## config.mk

```make
export PLATFORM = sky130hd
export DESIGN_NAME = ula_arbiter_flat
export DESIGN_NICKNAME = d
export VERILOG_FILES = /design/src/rtl/ula_arbiter_if.sv /design/src/rtl/ula_arbiter.sv /design/src/flat_wrapper.sv
export SDC_FILE = /design/constraint.sdc
export NUM_CORES = 1
export LEC_CHECK = 0
export ABC_AREA = 1
export CORE_UTILIZATION = 39
export DETAILED_ROUTE_END_ITERATION = 8
export PLACE_DENSITY = 0.82
export SLEW_MARGIN = 10
export SYNTH_ARGS = -nofsm -noshare
export SYNTH_HDL_FRONTEND = slang
export SYNTH_SLANG_ARGS = --single-unit
```

## constraint.sdc

```tcl
create_clock -name i_clock -period 2.3 [get_ports i_clock]
set_clock_uncertainty 0.05 [all_clocks]
set_input_delay 0.46 -clock i_clock [delete_from_list [all_inputs] [get_ports i_clock]]
set_output_delay 0.46 -clock i_clock [all_outputs]
set_load 0.01 [all_outputs]
```

## src/rtl/ula_arbiter_if.sv

```systemverilog
// ---------------------------------------------------------------------------
// ula_arbiter_if : request/response bundle between the two ULA requesters
//                  and the ula_arbiter.
//
//   req_valid[1:0]  requester -> arbiter   request valid, bit i = port i
//   req_ready[1:0]  arbiter   -> requester request accepted (valid&ready)
//   req_op0/1       requester -> arbiter   00 add, 01 slt (unsigned), 10 AND, 11 illegal
//   req_a0/b0/a1/b1 requester -> arbiter   operands per port
//   rsp_valid[1:0]  arbiter   -> requester response valid, bit i = port i
//   rsp_ready[1:0]  requester -> arbiter   response consumed (valid&ready)
//   rsp_data        arbiter   -> requester shared result, qualified by rsp_valid
//   rsp_zero        arbiter   -> requester zero flag of rsp_data
//   rsp_err         arbiter   -> requester 1 = illegal opcode
//
//   master : the requester side (control unit + address/branch path)
//   slave  : the arbiter side
// ---------------------------------------------------------------------------
interface ula_arbiter_if #(
  parameter int W = 8
);
  logic [1:0]   req_valid;
  logic [1:0]   req_ready;
  logic [1:0]   req_op0;
  logic [1:0]   req_op1;
  logic [W-1:0] req_a0;
  logic [W-1:0] req_b0;
  logic [W-1:0] req_a1;
  logic [W-1:0] req_b1;
  logic [1:0]   rsp_valid;
  logic [1:0]   rsp_ready;
  logic [W-1:0] rsp_data;
  logic         rsp_zero;
  logic         rsp_err;

  modport master (
    output req_valid, req_op0, req_op1, req_a0, req_b0, req_a1, req_b1,
    output rsp_ready,
    input  req_ready, rsp_valid, rsp_data, rsp_zero, rsp_err
  );

  modport slave (
    input  req_valid, req_op0, req_op1, req_a0, req_b0, req_a1, req_b1,
    input  rsp_ready,
    output req_ready, rsp_valid, rsp_data, rsp_zero, rsp_err
  );
endinterface

```

## src/rtl/ula_arbiter.sv

```systemverilog
// ---------------------------------------------------------------------------
// ula_arbiter : two-port round-robin arbiter and sequencer for the shared
//               8-bit ULA (add / unsigned set-less-than / AND).
//
//   i_clock    single system clock, rising edge
//   i_reset    synchronous, active-high reset
//   bus        ula_arbiter_if.slave, request/response handshakes of both ports
//   o_ula_a    registered operand to ULA entrada1
//   o_ula_b    registered operand to ULA entrada2
//   o_ula_op   registered opcode to ULA ULAop (never 11)
//   i_ula_res  combinational result from ULA Resultado
//   i_ula_zero zero flag from ULA Zero
//
// Flow: IDLE arbitrates and latches operands -> EXEC lets the ULA settle and
// captures its result -> RESP holds the result until the owner consumes it.
// Peak throughput is one operation every three cycles.
// ---------------------------------------------------------------------------
module ula_arbiter #(
  parameter int W = 8
) (
  input  logic          i_clock,
  input  logic          i_reset,
  ula_arbiter_if.slave  bus,
  output logic [W-1:0]  o_ula_a,
  output logic [W-1:0]  o_ula_b,
  output logic [1:0]    o_ula_op,
  input  logic [W-1:0]  i_ula_res,
  input  logic          i_ula_zero
);

  typedef enum logic [1:0] {
    IDLE = 2'd0,
    EXEC = 2'd1,
    RESP = 2'd2
  } state_t;

  localparam logic [1:0] OP_ADD     = 2'b00;
  localparam logic [1:0] OP_ILLEGAL = 2'b11;

  state_t       r_state;
  state_t       w_next_state;

  logic         r_last_grant;   // port granted most recently; loses the next tie
  logic         r_cur_port;     // port owning the operation in flight
  logic         r_illegal;      // in-flight op was 11, bypass the ULA result
  logic [W-1:0] r_ula_a;
  logic [W-1:0] r_ula_b;
  logic [1:0]   r_ula_op;
  logic [W-1:0] r_rsp_data;
  logic         r_rsp_zero;
  logic         r_rsp_err;

  logic         w_winner;
  logic         w_accept;
  logic         w_rsp_done;
  logic [1:0]   w_sel_op;
  logic [W-1:0] w_sel_a;
  logic [W-1:0] w_sel_b;

  // Round-robin pick: a lone requester wins outright; on a tie the port that
  // was not granted last time wins. Value is don't-care when nobody requests.
  always_comb begin
    case (bus.req_valid)
      2'b01:   w_winner = 1'b0;
      2'b10:   w_winner = 1'b1;
      2'b11:   w_winner = ~r_last_grant;
      default: w_winner = 1'b0;
    endcase
  end

  assign w_sel_op = w_winner ? bus.req_op1 : bus.req_op0;
  assign w_sel_a  = w_winner ? bus.req_a1  : bus.req_a0;
  assign w_sel_b  = w_winner ? bus.req_b1  : bus.req_b0;

  // Reset gates the handshakes so nothing is accepted or delivered during the
  // reset cycle, even though the state register only clears on the edge.
  assign w_accept   = (r_state == IDLE) && (|bus.req_valid) && !i_reset;
  assign w_rsp_done = (r_state == RESP) && bus.rsp_ready[r_cur_port];

  // -------------------------------------------------------------------------
  // FSM process 1: state register
  // -------------------------------------------------------------------------
  // NOTE: sequential state uses non-blocking (<=) so every register samples
  // the pre-edge values; blocking here would create order-dependent races.
  always_ff @(posedge i_clock) begin
    if (i_reset) r_state <= IDLE;
    else         r_state <= w_next_state;
  end

  // -------------------------------------------------------------------------
  // FSM process 2: next-state logic
  // -------------------------------------------------------------------------
  // NOTE: the default assignment at the top of a combinational block covers
  // every path, so no latch is inferred when a branch leaves it untouched.
  always_comb begin
    w_next_state = r_state;
    case (r_state)
      IDLE:    if (w_accept)   w_next_state = EXEC;
      EXEC:                    w_next_state = RESP;
      RESP:    if (w_rsp_done) w_next_state = IDLE;
      default:                 w_next_state = IDLE;
    endcase
  end

  // -------------------------------------------------------------------------
  // FSM process 3: handshake outputs
  // -------------------------------------------------------------------------
  always_comb begin
    bus.req_ready = 2'b00;
    bus.rsp_valid = 2'b00;
    if (w_accept) begin
      bus.req_ready[w_winner] = 1'b1;
    end
    if ((r_state == RESP) && !i_reset) begin
      bus.rsp_valid[r_cur_port] = 1'b1;
    end
  end

  // -------------------------------------------------------------------------
  // Datapath registers: operand latch on accept, result capture in EXEC.
  // They hold in every other cycle, which keeps the ULA inputs and the
  // response stable under backpressure.
  // -------------------------------------------------------------------------
  // NOTE: all datapath registers are reset (none is a memory array), so the
  // outputs are defined from the first cycle after reset.
  always_ff @(posedge i_clock) begin
    if (i_reset) begin
      r_last_grant <= 1'b1;
      r_cur_port   <= 1'b0;
      r_illegal    <= 1'b0;
      r_ula_a      <= '0;
      r_ula_b      <= '0;
      r_ula_op     <= OP_ADD;
      r_rsp_data   <= '0;
      r_rsp_zero   <= 1'b0;
      r_rsp_err    <= 1'b0;
    end else begin
      case (r_state)
        IDLE: begin
          if (w_accept) begin
            r_cur_port   <= w_winner;
            r_last_grant <= w_winner;
            r_ula_a      <= w_sel_a;
            r_ula_b      <= w_sel_b;
            // An illegal opcode is remembered separately and the ULA is fed
            // a harmless add, so ULAop never carries 11.
            r_illegal    <= (w_sel_op == OP_ILLEGAL);
            r_ula_op     <= (w_sel_op == OP_ILLEGAL) ? OP_ADD : w_sel_op;
          end
        end
        EXEC: begin
          if (r_illegal) begin
            r_rsp_data <= '0;
            r_rsp_zero <= 1'b1;
            r_rsp_err  <= 1'b1;
          end else begin
            r_rsp_data <= i_ula_res;
            r_rsp_zero <= i_ula_zero;
            r_rsp_err  <= 1'b0;
          end
        end
        default: ;
      endcase
    end
  end

  assign o_ula_a      = r_ula_a;
  assign o_ula_b      = r_ula_b;
  assign o_ula_op     = r_ula_op;
  assign bus.rsp_data = r_rsp_data;
  assign bus.rsp_zero = r_rsp_zero;
  assign bus.rsp_err  = r_rsp_err;

endmodule

```

## src/flat_wrapper.sv

```systemverilog
// flat-port wrapper written by rule: the top's interface ports become plain ports
module ula_arbiter_flat 
#(
  parameter int W = 8
)
  (i_clock, i_reset, o_ula_a, o_ula_b, o_ula_op, i_ula_res, i_ula_zero, bus_req_valid, bus_req_op0, bus_req_op1, bus_req_a0, bus_req_b0, bus_req_a1, bus_req_b1, bus_rsp_ready, bus_req_ready, bus_rsp_valid, bus_rsp_data, bus_rsp_zero, bus_rsp_err);
  ula_arbiter_if #(.W(W)) bus_i ();
  input  logic i_clock;
  input  logic i_reset;
  output logic [W-1:0] o_ula_a;
  output logic [W-1:0] o_ula_b;
  output logic [1:0] o_ula_op;
  input  logic [W-1:0] i_ula_res;
  input  logic i_ula_zero;
  input wire logic [$bits(bus_i.req_valid)-1:0] bus_req_valid;
  input wire logic [$bits(bus_i.req_op0)-1:0] bus_req_op0;
  input wire logic [$bits(bus_i.req_op1)-1:0] bus_req_op1;
  input wire logic [$bits(bus_i.req_a0)-1:0] bus_req_a0;
  input wire logic [$bits(bus_i.req_b0)-1:0] bus_req_b0;
  input wire logic [$bits(bus_i.req_a1)-1:0] bus_req_a1;
  input wire logic [$bits(bus_i.req_b1)-1:0] bus_req_b1;
  input wire logic [$bits(bus_i.rsp_ready)-1:0] bus_rsp_ready;
  output wire logic [$bits(bus_i.req_ready)-1:0] bus_req_ready;
  output wire logic [$bits(bus_i.rsp_valid)-1:0] bus_rsp_valid;
  output wire logic [$bits(bus_i.rsp_data)-1:0] bus_rsp_data;
  output wire logic [$bits(bus_i.rsp_zero)-1:0] bus_rsp_zero;
  output wire logic [$bits(bus_i.rsp_err)-1:0] bus_rsp_err;
  assign bus_i.req_valid = bus_req_valid;
  assign bus_i.req_op0 = bus_req_op0;
  assign bus_i.req_op1 = bus_req_op1;
  assign bus_i.req_a0 = bus_req_a0;
  assign bus_i.req_b0 = bus_req_b0;
  assign bus_i.req_a1 = bus_req_a1;
  assign bus_i.req_b1 = bus_req_b1;
  assign bus_i.rsp_ready = bus_rsp_ready;
  assign bus_req_ready = bus_i.req_ready;
  assign bus_rsp_valid = bus_i.rsp_valid;
  assign bus_rsp_data = bus_i.rsp_data;
  assign bus_rsp_zero = bus_i.rsp_zero;
  assign bus_rsp_err = bus_i.rsp_err;
  ula_arbiter #(.W(W)) u_core (.i_clock(i_clock), .i_reset(i_reset), .bus(bus_i), .o_ula_a(o_ula_a), .o_ula_b(o_ula_b), .o_ula_op(o_ula_op), .i_ula_res(i_ula_res), .i_ula_zero(i_ula_zero));
endmodule
```

==> results.sh <==
export IMPL_status="completed"
export IMPL_vias=1617
export IMPL_placed_area_sq_um=2390
export IMPL_crit_type="in -> out"
export IMPL_cts_setup_buffers=0
export IMPL_syn_area_per_cell_sq_um=7.12
export IMPL_cts_sinks=33
export IMPL_cts_hold_buffers=0
export IMPL_wl_um=3990
export IMPL_fmax_mhz=461
export IMPL_viasPerCell=4.61
export IMPL_finalSetupViolations=0
export IMPL_clk_pin_slew_worst_paths_ns=0.06
export IMPL_pin_count=83
export IMPL_yosys_cell_types_count=20
export IMPL_start_util_pct=41.2
export IMPL_nets=354
export IMPL_fin_util_pct=66.7
export IMPL_worst_r2r_cell_count=4
export IMPL_clock_path_buffers=2
export IMPL_irDropWorstVdd_uv=316
export IMPL_layout_commonest_cell="nand2_1"
export IMPL_fin_crit_ns=2.17
export IMPL_synth_cells=215
export IMPL_ys_top_cells_by_area="dfxtp_1, nand2_1, a21oi_1"
export IMPL_h_tree_depth=2
export IMPL_firstDrtPassIters=4
export IMPL_yosysSeqAreaShare_pct=43.1
export IMPL_hold_end="u_core.o_ula_op[1]"
export IMPL_hp_class="reg -> reg"
export IMPL_finalCritPeriodShare_pct=94.4
export IMPL_cts_made_buffers=5
export IMPL_clockRootBuffer="clkbuf_8"
export IMPL_cp_data_arrival_time_ns=1.66
export IMPL_syn_to_final_growth_pct=61.9
export IMPL_cp_end_kind="primary output"
export IMPL_max_slew_margin_pct=75.4
export IMPL_diodes=0
export IMPL_ys_ff_latch=33
export IMPL_layout_common_cells="nand2_1, clkdlybuf4s50_1, dfxtp_1, a21oi_1, nand3_1"
export IMPL_fin_area_sq_um=2480
export IMPL_remaining_drc_errors=0
export IMPL_cts_tree="built"
export IMPL_dieArea_sq_um=4180
export IMPL_min_path_cells=2
export IMPL_final_instance_count_excl_fill=351
export IMPL_antenna_left=0
export IMPL_tightest_slew_ns=0.368
export IMPL_dp_cells=344
export IMPL_die_x_um=64.7
export IMPL_grt_pass1_wl_um=6510
export IMPL_cp_start_kind="input port"
export IMPL_yosysTopAreaCellShare_pct=43.1
export IMPL_core_area_sq_um=3720
export IMPL_antenna_found_initial=0
export IMPL_rsz0062_at_grt="no"
export IMPL_io_buffers=82
export IMPL_yosysWarnings=0
export IMPL_clk_latency_ns=0.29
export IMPL_grtUsageTotal_pct=20.8
export IMPL_row_count=22
export IMPL_place_gp_congestion=0.742
export IMPL_ctsResizeCount=2
export IMPL_die_height_um=64.7
export IMPL_grt_pass1_vias=1507
export IMPL_drv_slew=0
export IMPL_drt_iter0_markers=45
export IMPL_drt_wirelength_per_cell_um=11.4
export IMPL_power_density_nw_per_um2=585
export IMPL_post_synth_top_area_cell="dfxtp_1"
export IMPL_dp_hpwl_um=2960
export IMPL_grt_max_degree=21
export IMPL_rr_endpoint="u_core.bus.rsp_data[7]"
export IMPL_netlist_area_sq_um=1530
export IMPL_drive_above_1_share_pct=10.9
export IMPL_max_cap_violations=0
export IMPL_p_leak_nw=1.06
export IMPL_ff2ff_setup_slack_ns=0.88
export IMPL_overflow=0
export IMPL_finalHoldViolations=0
export IMPL_mappedNetlistNets=266
export IMPL_hold_path_startpoint="u_core.o_ula_op[1]"
export IMPL_required_ns=1.79
export IMPL_worstReg2RegStart="u_core.r_state[0]"
export IMPL_path_max_fanout=2
export IMPL_finalPower_mw=1.45
[cell type report]
type | instances | area (sq um)
fillers | 346 | 1240
repair buffers | 93 | 906
multi-input cells | 162 | 737
flip-flops and latches | 33 | 661
clock buffers | 7 | 86.3
well taps | 48 | 60.1
inverters | 8 | 30.0
[worst max-delay path, cell delays in order]
cell             delay (ns)
clkdlybuf4s50_1        0.48
inv_1                  0.05
nand2_1                0.11
nand2_2                0.09
nor2_4                 0.09
nand2_1                0.06
inv_1                  0.05
dlygate4sd2_1          0.27
[cells by family (layout without fill, tap and decap cells)]
kind of cell	Yosys count	in the layout	synth area share, %
AOI/OAI and AO/OA	31	31	11.9
buffers and inverters	20	108	8.74
DFF	33	33	43.1
and+or+nand+nor	131	131	36.2
[flip-flops by register name (all words and copies together) (netlist names)]
signal               flops
u_core.bus.rsp_err       1
u_core.o_ula_op          2
u_core.r_last_grant      1
u_core.r_cur_port        1
u_core.r_illegal         1
u_core.bus.rsp_zero      1
u_core.r_state           2
u_core.o_ula_a           8
u_core.o_ula_b           8
u_core.bus.rsp_data      8
[worst max path at each step]
stage | from | endpoint | slack (ns) | cells past startpoint
after floorplan | bus_req_valid[0] | bus_req_ready[1] | 0.74 | 5
after global placement | bus_req_valid[0] | bus_req_ready[0] | -0.11 | 8
after detailed placement | bus_req_valid[0] | bus_req_ready[0] | -0.14 | 8
after CTS | i_reset | bus_rsp_valid[0] | 0.03 | 5
after global routing | bus_req_valid[0] | bus_req_ready[0] | 0.05 | 8
final | bus_req_valid[0] | bus_req_ready[0] | 0.13 | 8
[where the power goes]
part / internal (mW) / total, mW / switching (mW)
Combinational: 0.203 / 0.376 / 0.173
Sequential: 0.614 / 0.638 / 0.0241
Clock: 0.237 / 0.436 / 0.199
Total: 1.05 / 1.45 / 0.396
[cell usage after synthesis]
library cell	instances
a21oi_1	22
a21oi_2	5
buf_2	2
buf_4	3
buf_6	6
clkbuf_1	1
dfxtp_1	33
inv_1	8
nand2_1	96
nand2_2	3
nand2_4	1
nand3_1	20
nand3_2	1
nor2_1	4
nor2_2	2
nor2_4	1
nor3_1	3
o21ai_0	1
o21ai_2	2
o22ai_1	1
[layer usage]
| layer | track usage (%) | vias to the layer above | wire (um) |
|---|---|---|---|
| li1 | - | 860 | - |
| met1 | 22.5 | 670 | 1730 |
| met2 | 35.0 | 77 | 1780 |
| met3 | 7.57 | 10 | 398 |
| met4 | 11.7 | 0 | 85 |
| met5 | 0 | - | 0 |
[per-stage QoR]
step / setup TNS, ns / hold slack (ns) / setup slack [ns]
floorplan: 0 / 0.405 / 0.739
global placement: -0.135 / 0.394 / -0.109
detailed placement: -0.173 / 0.396 / -0.135
CTS: 0 / 0.414 / 0.0313
global route: 0 / 0.431 / 0.0453
finish: 0 / 0.411 / 0.129
(Power assumes the default switching activity.)
